## config.mk

```make
export PLATFORM = sky130hd
export DESIGN_NAME = wb_arbiter_flat
export DESIGN_NICKNAME = d
export VERILOG_FILES = /design/src/rtl/wb_arbiter_if.sv /design/src/rtl/wb_arbiter.sv /design/src/flat_wrapper.sv
export SDC_FILE = /design/constraint.sdc
export NUM_CORES = 1
export LEC_CHECK = 0
export ABC_AREA = 1
export CORE_ASPECT_RATIO = 0.7
export CORE_UTILIZATION = 54
export DETAILED_ROUTE_END_ITERATION = 10
export MAX_ROUTING_LAYER = met4
export PLACE_DENSITY = 0.8
export SLEW_MARGIN = 20
export SYNTH_ARGS = -nofsm -noshare
export SYNTH_HDL_FRONTEND = slang
export SYNTH_SLANG_ARGS = --single-unit
```

## constraint.sdc

```tcl
create_clock -name clk -period 9.9 [get_ports clk]
set_input_delay 0.99 -clock clk [delete_from_list [all_inputs] [get_ports clk]]
set_output_delay 0.99 -clock clk [all_outputs]
set_load 0.01 [all_outputs]
```

## src/rtl/wb_arbiter_if.sv

```systemverilog
// wb_arbiter_if: bundles the writeback-side signals of wb_arbiter.
//   slave  modport : the arbiter's view (results in, register-file write out)
//   master modport : the view of the pipeline / mult-div-load unit / decode
interface wb_arbiter_if;
    // Port A: in-order pipeline result
    logic        a_valid;
    logic [4:0]  a_reg;
    logic [31:0] a_data;
    logic        a_ovf_chk;
    logic        a_ovf;
    // Port B: multi-cycle unit result (valid/ready)
    logic        b_valid;
    logic        b_ready;
    logic [4:0]  b_reg;
    logic [31:0] b_data;
    // Decode issue of a port-B op and pending-register scoreboard
    logic        iss_valid;
    logic [4:0]  iss_reg;
    logic [31:0] busy;
    // Register-file write port
    logic        regwrite;
    logic [4:0]  wrreg;
    logic [31:0] wrdata;
    logic        overflow_flag;
    logic        of_control;
    logic        ovf_exc;

    modport slave (
        input  a_valid, a_reg, a_data, a_ovf_chk, a_ovf,
        input  b_valid, b_reg, b_data,
        input  iss_valid, iss_reg,
        output b_ready, busy,
        output regwrite, wrreg, wrdata, overflow_flag, of_control, ovf_exc
    );

    modport master (
        output a_valid, a_reg, a_data, a_ovf_chk, a_ovf,
        output b_valid, b_reg, b_data,
        output iss_valid, iss_reg,
        input  b_ready, busy,
        input  regwrite, wrreg, wrdata, overflow_flag, of_control, ovf_exc
    );
endinterface

```

## src/rtl/wb_arbiter.sv

```systemverilog
// wb_arbiter: merges the in-order pipeline result (port A, top priority) and
// the multi-cycle unit result (port B, buffered in a DEPTH-entry FIFO) onto the
// single register-file write port, and tracks outstanding port-B destinations
// in a busy scoreboard for decode stalls.
// Optional macro WB_BYPASS_EN: a port-B result arriving while the FIFO is empty
// and port A is idle goes straight to the output flops (latency 1).
module wb_arbiter #(
    parameter int DEPTH = 4,   // FIFO entries, power of 2, >= 2
    parameter int PW    = 2    // log2(DEPTH)
) (
    input  logic         clk,
    input  logic         rst,
    wb_arbiter_if.slave  bus
);

    localparam logic [PW:0] FULL_CNT = (PW+1)'(DEPTH);

    // FIFO storage and control
    logic [4:0]    mem_reg_q  [DEPTH];
    logic [31:0]   mem_data_q [DEPTH];
    logic [PW-1:0] wr_ptr_q, wr_ptr_d;
    logic [PW-1:0] rd_ptr_q, rd_ptr_d;
    logic [PW:0]   count_q, count_d;

    // Registered outputs
    logic          regwrite_q, regwrite_d;
    logic [4:0]    wrreg_q, wrreg_d;
    logic [31:0]   wrdata_q, wrdata_d;
    logic          overflow_flag_q, overflow_flag_d;
    logic          of_control_q, of_control_d;
    logic          ovf_exc_q, ovf_exc_d;
    logic [31:0]   busy_q, busy_d;

    // Handshake / selection
    logic          b_ready_s;
    logic          push_s;
    logic          pop_s;
    logic          bypass_s;
    logic          a_trap_s;
    logic [4:0]    head_reg_s;
    logic [31:0]   head_data_s;

    assign b_ready_s   = (count_q < FULL_CNT);
    assign head_reg_s  = mem_reg_q[rd_ptr_q];
    assign head_data_s = mem_data_q[rd_ptr_q];
    assign a_trap_s    = bus.a_ovf_chk & bus.a_ovf;

    // Bypass qualifier: direct B-to-output path only when nothing is queued or competing
    always_comb begin
`ifdef WB_BYPASS_EN
        bypass_s = (count_q == {(PW+1){1'b0}}) && !bus.a_valid && bus.b_valid;
`else
        bypass_s = 1'b0;
`endif
    end

    // FIFO push/pop decisions and pointer/count next state
    always_comb begin
        push_s   = bus.b_valid && b_ready_s && !bypass_s;
        pop_s    = !bus.a_valid && (count_q != {(PW+1){1'b0}});
        wr_ptr_d = wr_ptr_q;
        rd_ptr_d = rd_ptr_q;
        count_d  = count_q;
        if (push_s) begin
            wr_ptr_d = wr_ptr_q + PW'(1);
        end else begin
            wr_ptr_d = wr_ptr_q;
        end
        if (pop_s) begin
            rd_ptr_d = rd_ptr_q + PW'(1);
        end else begin
            rd_ptr_d = rd_ptr_q;
        end
        case ({push_s, pop_s})
            2'b10:   count_d = count_q + (PW+1)'(1);
            2'b01:   count_d = count_q - (PW+1)'(1);
            default: count_d = count_q;
        endcase
    end

    // Write-port source selection: A, else FIFO head, else bypassed B, else idle
    always_comb begin
        regwrite_d      = 1'b0;
        wrreg_d         = wrreg_q;
        wrdata_d        = wrdata_q;
        overflow_flag_d = 1'b0;
        of_control_d    = 1'b0;
        ovf_exc_d       = 1'b0;
        if (bus.a_valid) begin
            wrreg_d         = bus.a_reg;
            wrdata_d        = bus.a_data;
            of_control_d    = bus.a_ovf_chk;
            overflow_flag_d = a_trap_s;
            ovf_exc_d       = a_trap_s;
            regwrite_d      = (bus.a_reg != 5'd0) && !a_trap_s;
        end else if (pop_s) begin
            wrreg_d    = head_reg_s;
            wrdata_d   = head_data_s;
            regwrite_d = (head_reg_s != 5'd0);
        end else if (bypass_s) begin
            wrreg_d    = bus.b_reg;
            wrdata_d   = bus.b_data;
            regwrite_d = (bus.b_reg != 5'd0);
        end else begin
            regwrite_d = 1'b0;
        end
    end

    // Busy scoreboard: retire clears first so a same-edge issue wins
    always_comb begin
        busy_d = busy_q;
        if (pop_s) begin
            busy_d[head_reg_s] = 1'b0;
        end else if (bypass_s) begin
            busy_d[bus.b_reg] = 1'b0;
        end else begin
            busy_d = busy_q;
        end
        if (bus.iss_valid && (bus.iss_reg != 5'd0)) begin
            busy_d[bus.iss_reg] = 1'b1;
        end else begin
            busy_d[0] = 1'b0;
        end
        busy_d[0] = 1'b0;
    end

    // FIFO storage: entry written at wr_ptr on an accepted push
    always_ff @(posedge clk or posedge rst) begin
        if (rst) begin
            for (int i = 0; i < DEPTH; i++) begin
                mem_reg_q[i]  <= 5'd0;
                mem_data_q[i] <= 32'd0;
            end
        end else if (push_s) begin
            mem_reg_q[wr_ptr_q]  <= bus.b_reg;
            mem_data_q[wr_ptr_q] <= bus.b_data;
        end
    end

    // Control and output state registers; reset drops any queued entries
    always_ff @(posedge clk or posedge rst) begin
        if (rst) begin
            wr_ptr_q        <= {PW{1'b0}};
            rd_ptr_q        <= {PW{1'b0}};
            count_q         <= {(PW+1){1'b0}};
            regwrite_q      <= 1'b0;
            wrreg_q         <= 5'd0;
            wrdata_q        <= 32'd0;
            overflow_flag_q <= 1'b0;
            of_control_q    <= 1'b0;
            ovf_exc_q       <= 1'b0;
            busy_q          <= 32'd0;
        end else begin
            wr_ptr_q        <= wr_ptr_d;
            rd_ptr_q        <= rd_ptr_d;
            count_q         <= count_d;
            regwrite_q      <= regwrite_d;
            wrreg_q         <= wrreg_d;
            wrdata_q        <= wrdata_d;
            overflow_flag_q <= overflow_flag_d;
            of_control_q    <= of_control_d;
            ovf_exc_q       <= ovf_exc_d;
            busy_q          <= busy_d;
        end
    end

    assign bus.b_ready       = b_ready_s;
    assign bus.busy          = busy_q;
    assign bus.regwrite      = regwrite_q;
    assign bus.wrreg         = wrreg_q;
    assign bus.wrdata        = wrdata_q;
    assign bus.overflow_flag = overflow_flag_q;
    assign bus.of_control    = of_control_q;
    assign bus.ovf_exc       = ovf_exc_q;

endmodule

```

## src/flat_wrapper.sv

```systemverilog
// flat-port wrapper written by rule: the top's interface ports become plain ports
module wb_arbiter_flat 
#(
    parameter int DEPTH = 4,                                    
    parameter int PW    = 2                  
)
  (clk, rst, bus_a_valid, bus_a_reg, bus_a_data, bus_a_ovf_chk, bus_a_ovf, bus_b_valid, bus_b_reg, bus_b_data, bus_iss_valid, bus_iss_reg, bus_b_ready, bus_busy, bus_regwrite, bus_wrreg, bus_wrdata, bus_overflow_flag, bus_of_control, bus_ovf_exc);
  wb_arbiter_if bus_i ();
  input  logic clk;
  input  logic rst;
  input wire logic [$bits(bus_i.a_valid)-1:0] bus_a_valid;
  input wire logic [$bits(bus_i.a_reg)-1:0] bus_a_reg;
  input wire logic [$bits(bus_i.a_data)-1:0] bus_a_data;
  input wire logic [$bits(bus_i.a_ovf_chk)-1:0] bus_a_ovf_chk;
  input wire logic [$bits(bus_i.a_ovf)-1:0] bus_a_ovf;
  input wire logic [$bits(bus_i.b_valid)-1:0] bus_b_valid;
  input wire logic [$bits(bus_i.b_reg)-1:0] bus_b_reg;
  input wire logic [$bits(bus_i.b_data)-1:0] bus_b_data;
  input wire logic [$bits(bus_i.iss_valid)-1:0] bus_iss_valid;
  input wire logic [$bits(bus_i.iss_reg)-1:0] bus_iss_reg;
  output wire logic [$bits(bus_i.b_ready)-1:0] bus_b_ready;
  output wire logic [$bits(bus_i.busy)-1:0] bus_busy;
  output wire logic [$bits(bus_i.regwrite)-1:0] bus_regwrite;
  output wire logic [$bits(bus_i.wrreg)-1:0] bus_wrreg;
  output wire logic [$bits(bus_i.wrdata)-1:0] bus_wrdata;
  output wire logic [$bits(bus_i.overflow_flag)-1:0] bus_overflow_flag;
  output wire logic [$bits(bus_i.of_control)-1:0] bus_of_control;
  output wire logic [$bits(bus_i.ovf_exc)-1:0] bus_ovf_exc;
  assign bus_i.a_valid = bus_a_valid;
  assign bus_i.a_reg = bus_a_reg;
  assign bus_i.a_data = bus_a_data;
  assign bus_i.a_ovf_chk = bus_a_ovf_chk;
  assign bus_i.a_ovf = bus_a_ovf;
  assign bus_i.b_valid = bus_b_valid;
  assign bus_i.b_reg = bus_b_reg;
  assign bus_i.b_data = bus_b_data;
  assign bus_i.iss_valid = bus_iss_valid;
  assign bus_i.iss_reg = bus_iss_reg;
  assign bus_b_ready = bus_i.b_ready;
  assign bus_busy = bus_i.busy;
  assign bus_regwrite = bus_i.regwrite;
  assign bus_wrreg = bus_i.wrreg;
  assign bus_wrdata = bus_i.wrdata;
  assign bus_overflow_flag = bus_i.overflow_flag;
  assign bus_of_control = bus_i.of_control;
  assign bus_ovf_exc = bus_i.ovf_exc;
  wb_arbiter #(.DEPTH(DEPTH), .PW(PW)) u_core (.clk(clk), .rst(rst), .bus(bus_i));
endmodule
```

After elaboration in Yosys (flattened, before gate mapping)
Cells that the tools add are included.
{"block": "op_classes", "n_addsub": 4, "n_reduce_logical": 15, "eq_ne": 2, "magnitude_cmp": 8, "n_mux": 27, "bitwise": 6}
{"cell": "32-bit two-way mux", "count": 6}
{"cell": "128-bit bitwise mux", "count": 1}
{"cell": "32-bit binary-select mux with 2-bit select", "count": 1}
{"cell": "32-bit demux with 2-bit select", "count": 1}
{"cell": "32-bit AND", "count": 1}
{"cell": "32-bit inverter", "count": 1}
{"cell": "32-bit bitwise OR", "count": 1}
{"cell": "31-bit two-way mux", "count": 1}
{"cell": "5-bit two-way mux", "count": 5}
{"cell": "20-bit bitwise mux", "count": 1}
{"cell": "5-bit nonzero test", "count": 3}
{"cell": "5-bit by 6-bit < comparator with 1-bit output, second input constant", "count": 2}
{"cell": "5-bit binary-select mux with 2-bit select", "count": 1}
{"cell": "1-bit demux with 5-bit select", "count": 2}
{"cell": "5-bit demux with 2-bit select", "count": 1}
{"cell": "5-bit by 1-bit greater-or-equal comparator with 1-bit output, second input constant", "count": 2}
{"cell": "1-bit logical AND", "count": 7}
{"cell": "3-bit greater-or-equal comparator, second input constant", "count": 2}
{"cell": "1-bit two-way mux", "count": 6}
{"cell": "2-bit inverter with 3-bit output", "count": 2}
{"cell": "3-bit case mux with 2 select lines", "count": 1}
{"cell": "2-bit by 1-bit adder with 2-bit output, second input constant", "count": 2}
{"cell": "2-bit nonzero test", "count": 2}
{"cell": "3-bit by 1-bit adder with 3-bit output, second input constant", "count": 1}
{"cell": "other kinds (8)", "count": 9}
{"block": "word_totals", "output_inout_bits": 74, "in_bits": 86, "elab_cells": 79, "reg_bits": 226}

Longest topological paths before layout
{"block": "logic_depth", "ltp_word": 13, "mapped_depth": 11, "ltp_nobuf": 10}

Worst setup path before layout
OpenSTA, ideal clock, no wires.
{"block": "synth_path", "path_kind": "input-to-reg", "from": "input port bus_a_valid", "to": "register u_core.count_q[2]", "slack_ns": 7.623, "setup_ns": 0.131, "path_stages": 7, "t_required_ns": 9.769, "t_arrival_ns": 2.147, "path_buffers": 0, "path_cell_list": "a21oi_2 > ha_1 > inv_1 > fa_1 > a21oi_1 > o21ai_0 > xor2_1"}
{"block": "synth_between", "elab_chain_len": 4}
{"element": "start, declared", "line": "flat_wrapper.sv:11", "text": "input wire logic [$bits(bus_i.a_valid)-1:0] bus_a_valid;"}
{"element": "1-bit logical NOT *", "line": "wb_arbiter.sv:60", "text": "pop_s = !bus.a_valid && (count_q != {(PW+1){1'b0}});"}
{"element": "1-bit logical AND *", "line": "wb_arbiter.sv:60"}
{"element": "2-bit by 1-bit equality test with 1-bit output / 2-bit equality test (equally long branches)", "line": "wb_arbiter.sv:74", "text": "case ({push_s, pop_s})"}
{"element": "3-bit case mux with 2 select lines / 2-bit nonzero test (equally long branches)"}
{"element": "end signal, assigned", "line": "wb_arbiter.sv:145", "text": "count_q <= {(PW+1){1'b0}};"}
{"element": "end signal, assigned", "line": "wb_arbiter.sv:156", "text": "count_q <= count_d;"}
{"element": "end, declared", "line": "wb_arbiter.sv:23", "text": "logic [PW:0] count_q, count_d;"}
Every way passes the cells marked *; elsewhere a longest branch is shown, timed or not.
A chain may end at the register's enable or synchronous reset.

Final worst setup path
{"block": "layout_path", "from": "input port bus_a_valid", "to": "register u_core.wrreg_q[2], in the netlist u_core.bus.wrreg[2]"}
{"block": "layout_between", "elab_chain_len": 3}
{"element": "1-bit logical NOT", "line": "wb_arbiter.sv:60"}
{"element": "1-bit logical AND", "line": "wb_arbiter.sv:60"}
{"element": "2-bit nonzero test (no line)"}
{"element": "end signal, assigned", "line": "wb_arbiter.sv:158", "text": "wrreg_q <= wrreg_d;"}
{"element": "end, declared", "line": "wb_arbiter.sv:27", "text": "logic [4:0] wrreg_q, wrreg_d;"}
Parallel ways exist; a longest one is shown, timed or not.

==> summary.txt <==
Setup path
  – R2R Path Start: u_core.rd_ptr_q[1]
  – CP most frequent cell: buf_4
  – Crit end category: flop
  – CP max-delay cell: inv_2
  – CP Launch Type: input port
  – Worst EP required: 10.32 ns
  – CP arrival: 3.48 ns
  – Crit path buffers/inverters: 5
  – CP Cell Sequence: buf_2 -> buf_4 -> inv_1 -> buf_4 -> nand3_2 -> inv_2 -> nand2_1 -> o211ai_1
  – Worst path max stage delay: 0.78 ns
  – Max FO, Critical Path: 40
  – Worst path top cell family by delay: buffers and inverters
  – Kind of critical path: in -> reg
  – CP Launch Point: bus_a_valid

Power and ir drop
  – Flop pwr share: 39.8%
  – Power density over the cells: 321 nW/um^2
  – Power share of the combinational group: 40.2%
  – Clk pwr share: 19.9%
  – P_leak: 5.77 nW
  – Sw frac: 38.3%
  – Int Pwr: 0.00247 W
  – Psw: 0.00153 W
  – VDD IR max: 168 uV
  – Overall power: 0.00400 W

STA
  – Fmax: 326 MHz
  – Crit path time final: 3.07 ns
  – PnR worst setup slack: 6.83 ns
  – Setup TNS: 0 ns
  – Hold Violations, Final: 0
  – Worst Clk Skew: 0.0112 ns
  – RSZ-0062 raised after global routing: false
  – Final setup viols: 0
  – Slew margin rel.: 39.4%
  – Fin crit share: 31.0%
  – Least-Margin Pin Slew: 0.909 ns
  – Fin Hold WS: 0.471 ns
  – Final Slew Violations: 0

Drt
  – Vias: 8827
  – WL/cell: 15.7 um
  – DR DRC count: 9
  – Drt total wl: 25300 um
  – DRT antenna net count: 0
  – DRT iter0 DRCs: 894
  – Iteration count of the initial detailed-routing pass: 9
  – Vias per inst: 5.49

Cells and area
  – Fin nets: 1449
  – ANT cells: 0
  – Post-Layout Inst Area: 12500 sq um
  – Filler cells: 1445
  – Layout cells sized above 1: 5.54%
  – Synthesis-to-finish area growth: 22.8%

CTS
  – CTS clock-pin slew for the worst setup and hold paths: 0.07 ns
  – Max clock buf depth: 3
  – H-tree Lvls: 1
  – CTS Sinks: 226
  – Clk_lat worst skew: 0.50 ns
  – CTS root buf: clkbuf_16
  – Post-cts resize count: 0
  – CTS tree: built
  – Total CTS buffers: 22
  – # hold bufs at CTS: 0
  – Postcts setup bufs: 0

Global routing
  – Initial antenna violation count: 0
  – First-pass GRT wire length: 41400 um
  – GRT Residual Overflow: 0
  – Vias in the first global route: 8152
  – GRT Total Usage: 27.4%
  – Largest net degree at the start of global routing: 157

Run
  – Max_cap viols: 0

Yosys
  – Mapped Area: 10100 sq um
  – Netlist cell types: 29
  – Synth Warn #: 0
  – Post-Syn Area per Cell: 8.21 sq um
  – Register bit total from synthesis: 226
  – Synth Net Count: 1328
  – Post-synthesis cell count: 1236
  – Seq/Total Area, Yosys: 55.7%

Min path
  – Hold_sp: u_core.bus.busy[11]
  – Hold WC Path Type: reg -> reg

Floorplanning
  – DIE AREA: 19300 sq um
  – # IOs: 160
  – # rows: 41
  – Die Ht: 117 um
  – Die W: 166 um
  – Initial Util: 55.7%
  – CORE AREA: 18200 sq um

Place
  – GPL Wtd Cong: 0.847
  – DP Worst Slack: 5.89 ns
  – Area after DPL: 11800 sq um
  – IO buf count: 158
  – Final HPWL DP: 15600 um

Status
  – Failing checks: design-rule violations
  – Outcome: complete, but fails checks
per-stage QoR:
| stage | std cells | utilization [%] |
|---|---|---|
| CTS | 1607 | 68.3 |
| detailed placement | 1569 | 64.7 |
| finish | 1607 | 68.4 |
| global placement | 1569 | 64.7 |
| floorplan | 1236 | - |
| global route | 1607 | 68.4 |
synth_stat cells:
cell	n	share of area, %
a21oi_1	1	0.049
a21oi_2	1	0.086
buf_1	2	0.074
buf_2	24	1.2
buf_4	7	0.52
buf_6	2	0.22
clkbuf_1	36	1.3
conb_1	1	0.037
dfrtp_1	226	56
fa_1	1	0.20
ha_1	5	0.62
inv_1	59	2.2
inv_2	7	0.26
inv_4	1	0.062
nand2_1	358	13
nand2_2	8	0.49
nand3_1	19	0.94
nand3_2	1	0.099
nand4_1	2	0.12
nor2_1	137	5.1
nor2_2	4	0.25
nor2_4	8	0.89
nor3_1	4	0.20
nor4_1	1	0.062
o211ai_1	4	0.30
o21ai_0	271	13
o21ai_1	42	2.1
xnor2_1	1	0.086
xor2_1	3	0.26
cell type report:
class / instances / area [sq um] / share of cell area [%]
repair buffers: 168 / 1650 / 13.3
well taps: 236 / 295 / 2.37
flip-flops and latches: 226 / 5660 / 45.4
clock buffers: 37 / 668 / 5.36
inverters: 67 / 267 / 2.14
multi-input cells: 872 / 3910 / 31.4
clock inverters: 1 / 5.00 / 0.0402
final timing paths:
kind | end | slack (ns) | cells past startpoint
max in group asynchronous | u_core.mem_data_q[125] | 7.37 | 3
min in group asynchronous | u_core.bus.of_control | 0.94 | 2
worst max register to register | u_core.bus.busy[21] | 7.57 | 9
worst min-delay path | u_core.bus.busy[11] | 0.47 | 2
worst min register to register | u_core.bus.busy[11] | 0.47 | 2
worst max-delay path | u_core.bus.wrreg[2] | 6.83 | 8
worst reg2reg max path, stage by stage, from the launching register on:
cell and delay (ns):
dfrtp_1 0.52, inv_2 0.14, buf_4 0.56, nand3_1 0.30
nand2_1 0.17, inv_2 0.06, nor2_4 0.25, nand2_1 0.10
nand2_1 0.08, nand2_1 0.05
registers in the layout, indices dropped and copies added (netlist names), 2 cells and up:
| signal | flops |
|---|---|
| u_core.count_q | 3 |
| u_core.bus.wrdata | 32 |
| u_core.mem_reg_q | 20 |
| u_core.wr_ptr_q | 2 |
| u_core.bus.wrreg | 5 |
| u_core.mem_data_q | 128 |
| u_core.rd_ptr_q | 2 |
| u_core.bus.busy | 31 |
placed cells by master, fill, tap and decap left out, drive strengths merged, types with 2 or more instances in the layout:
cell           synthesis  layout
nand2                366     366
o21ai                313     313
dfrtp                226     226
clkdlybuf4s50          0     157
nor2                 149     149
inv                   67      66
clkbuf                36      37
nand3                 20      20
buf                   35      11
ha                     5       5
nor3                   4       4
o211ai                 4       4
xor2                   3       3
nand4                  2       2
a21oi                  2       2
clkinv                 0       2
metal layers:
| layer | vias up | track usage (%) | share of wire, % |
|---|---|---|---|
| met1 | 4238 | 39.8 | 47 |
| met2 | 346 | 41.8 | 45 |
| met3 | 34 | 3.46 | 6.3 |
| li1 | 4209 | - | - |
| met4 | 0 | 5.61 | 1.3 |
| met5 | - | - | 0 |
cell families (layout without fill, tap and decap cells):
logic type,count (synthesis),after routing,synth area share [%]
other,1,1,0.0370
adders and majority gates,6,6,0.814
xor gates and xnor gates,4,4,0.345
AOI/OAI and AO/OA,319,319,15.9
DFF,226,226,55.7
and+or+nand+nor,542,542,21.4
buffers and inverters,138,273,5.83
power groups by stage:
stage               clock network [W]  registers [W]  logic (W)
floorplan                           0        0.00161   0.000969
CTS                          0.000806        0.00159    0.00161
global placement                    0        0.00159    0.00155
global route                 0.000840        0.00164    0.00182
finish                       0.000797        0.00159    0.00161
detailed placement                  0        0.00160    0.00160
Power figures use the tool's default switching activity.
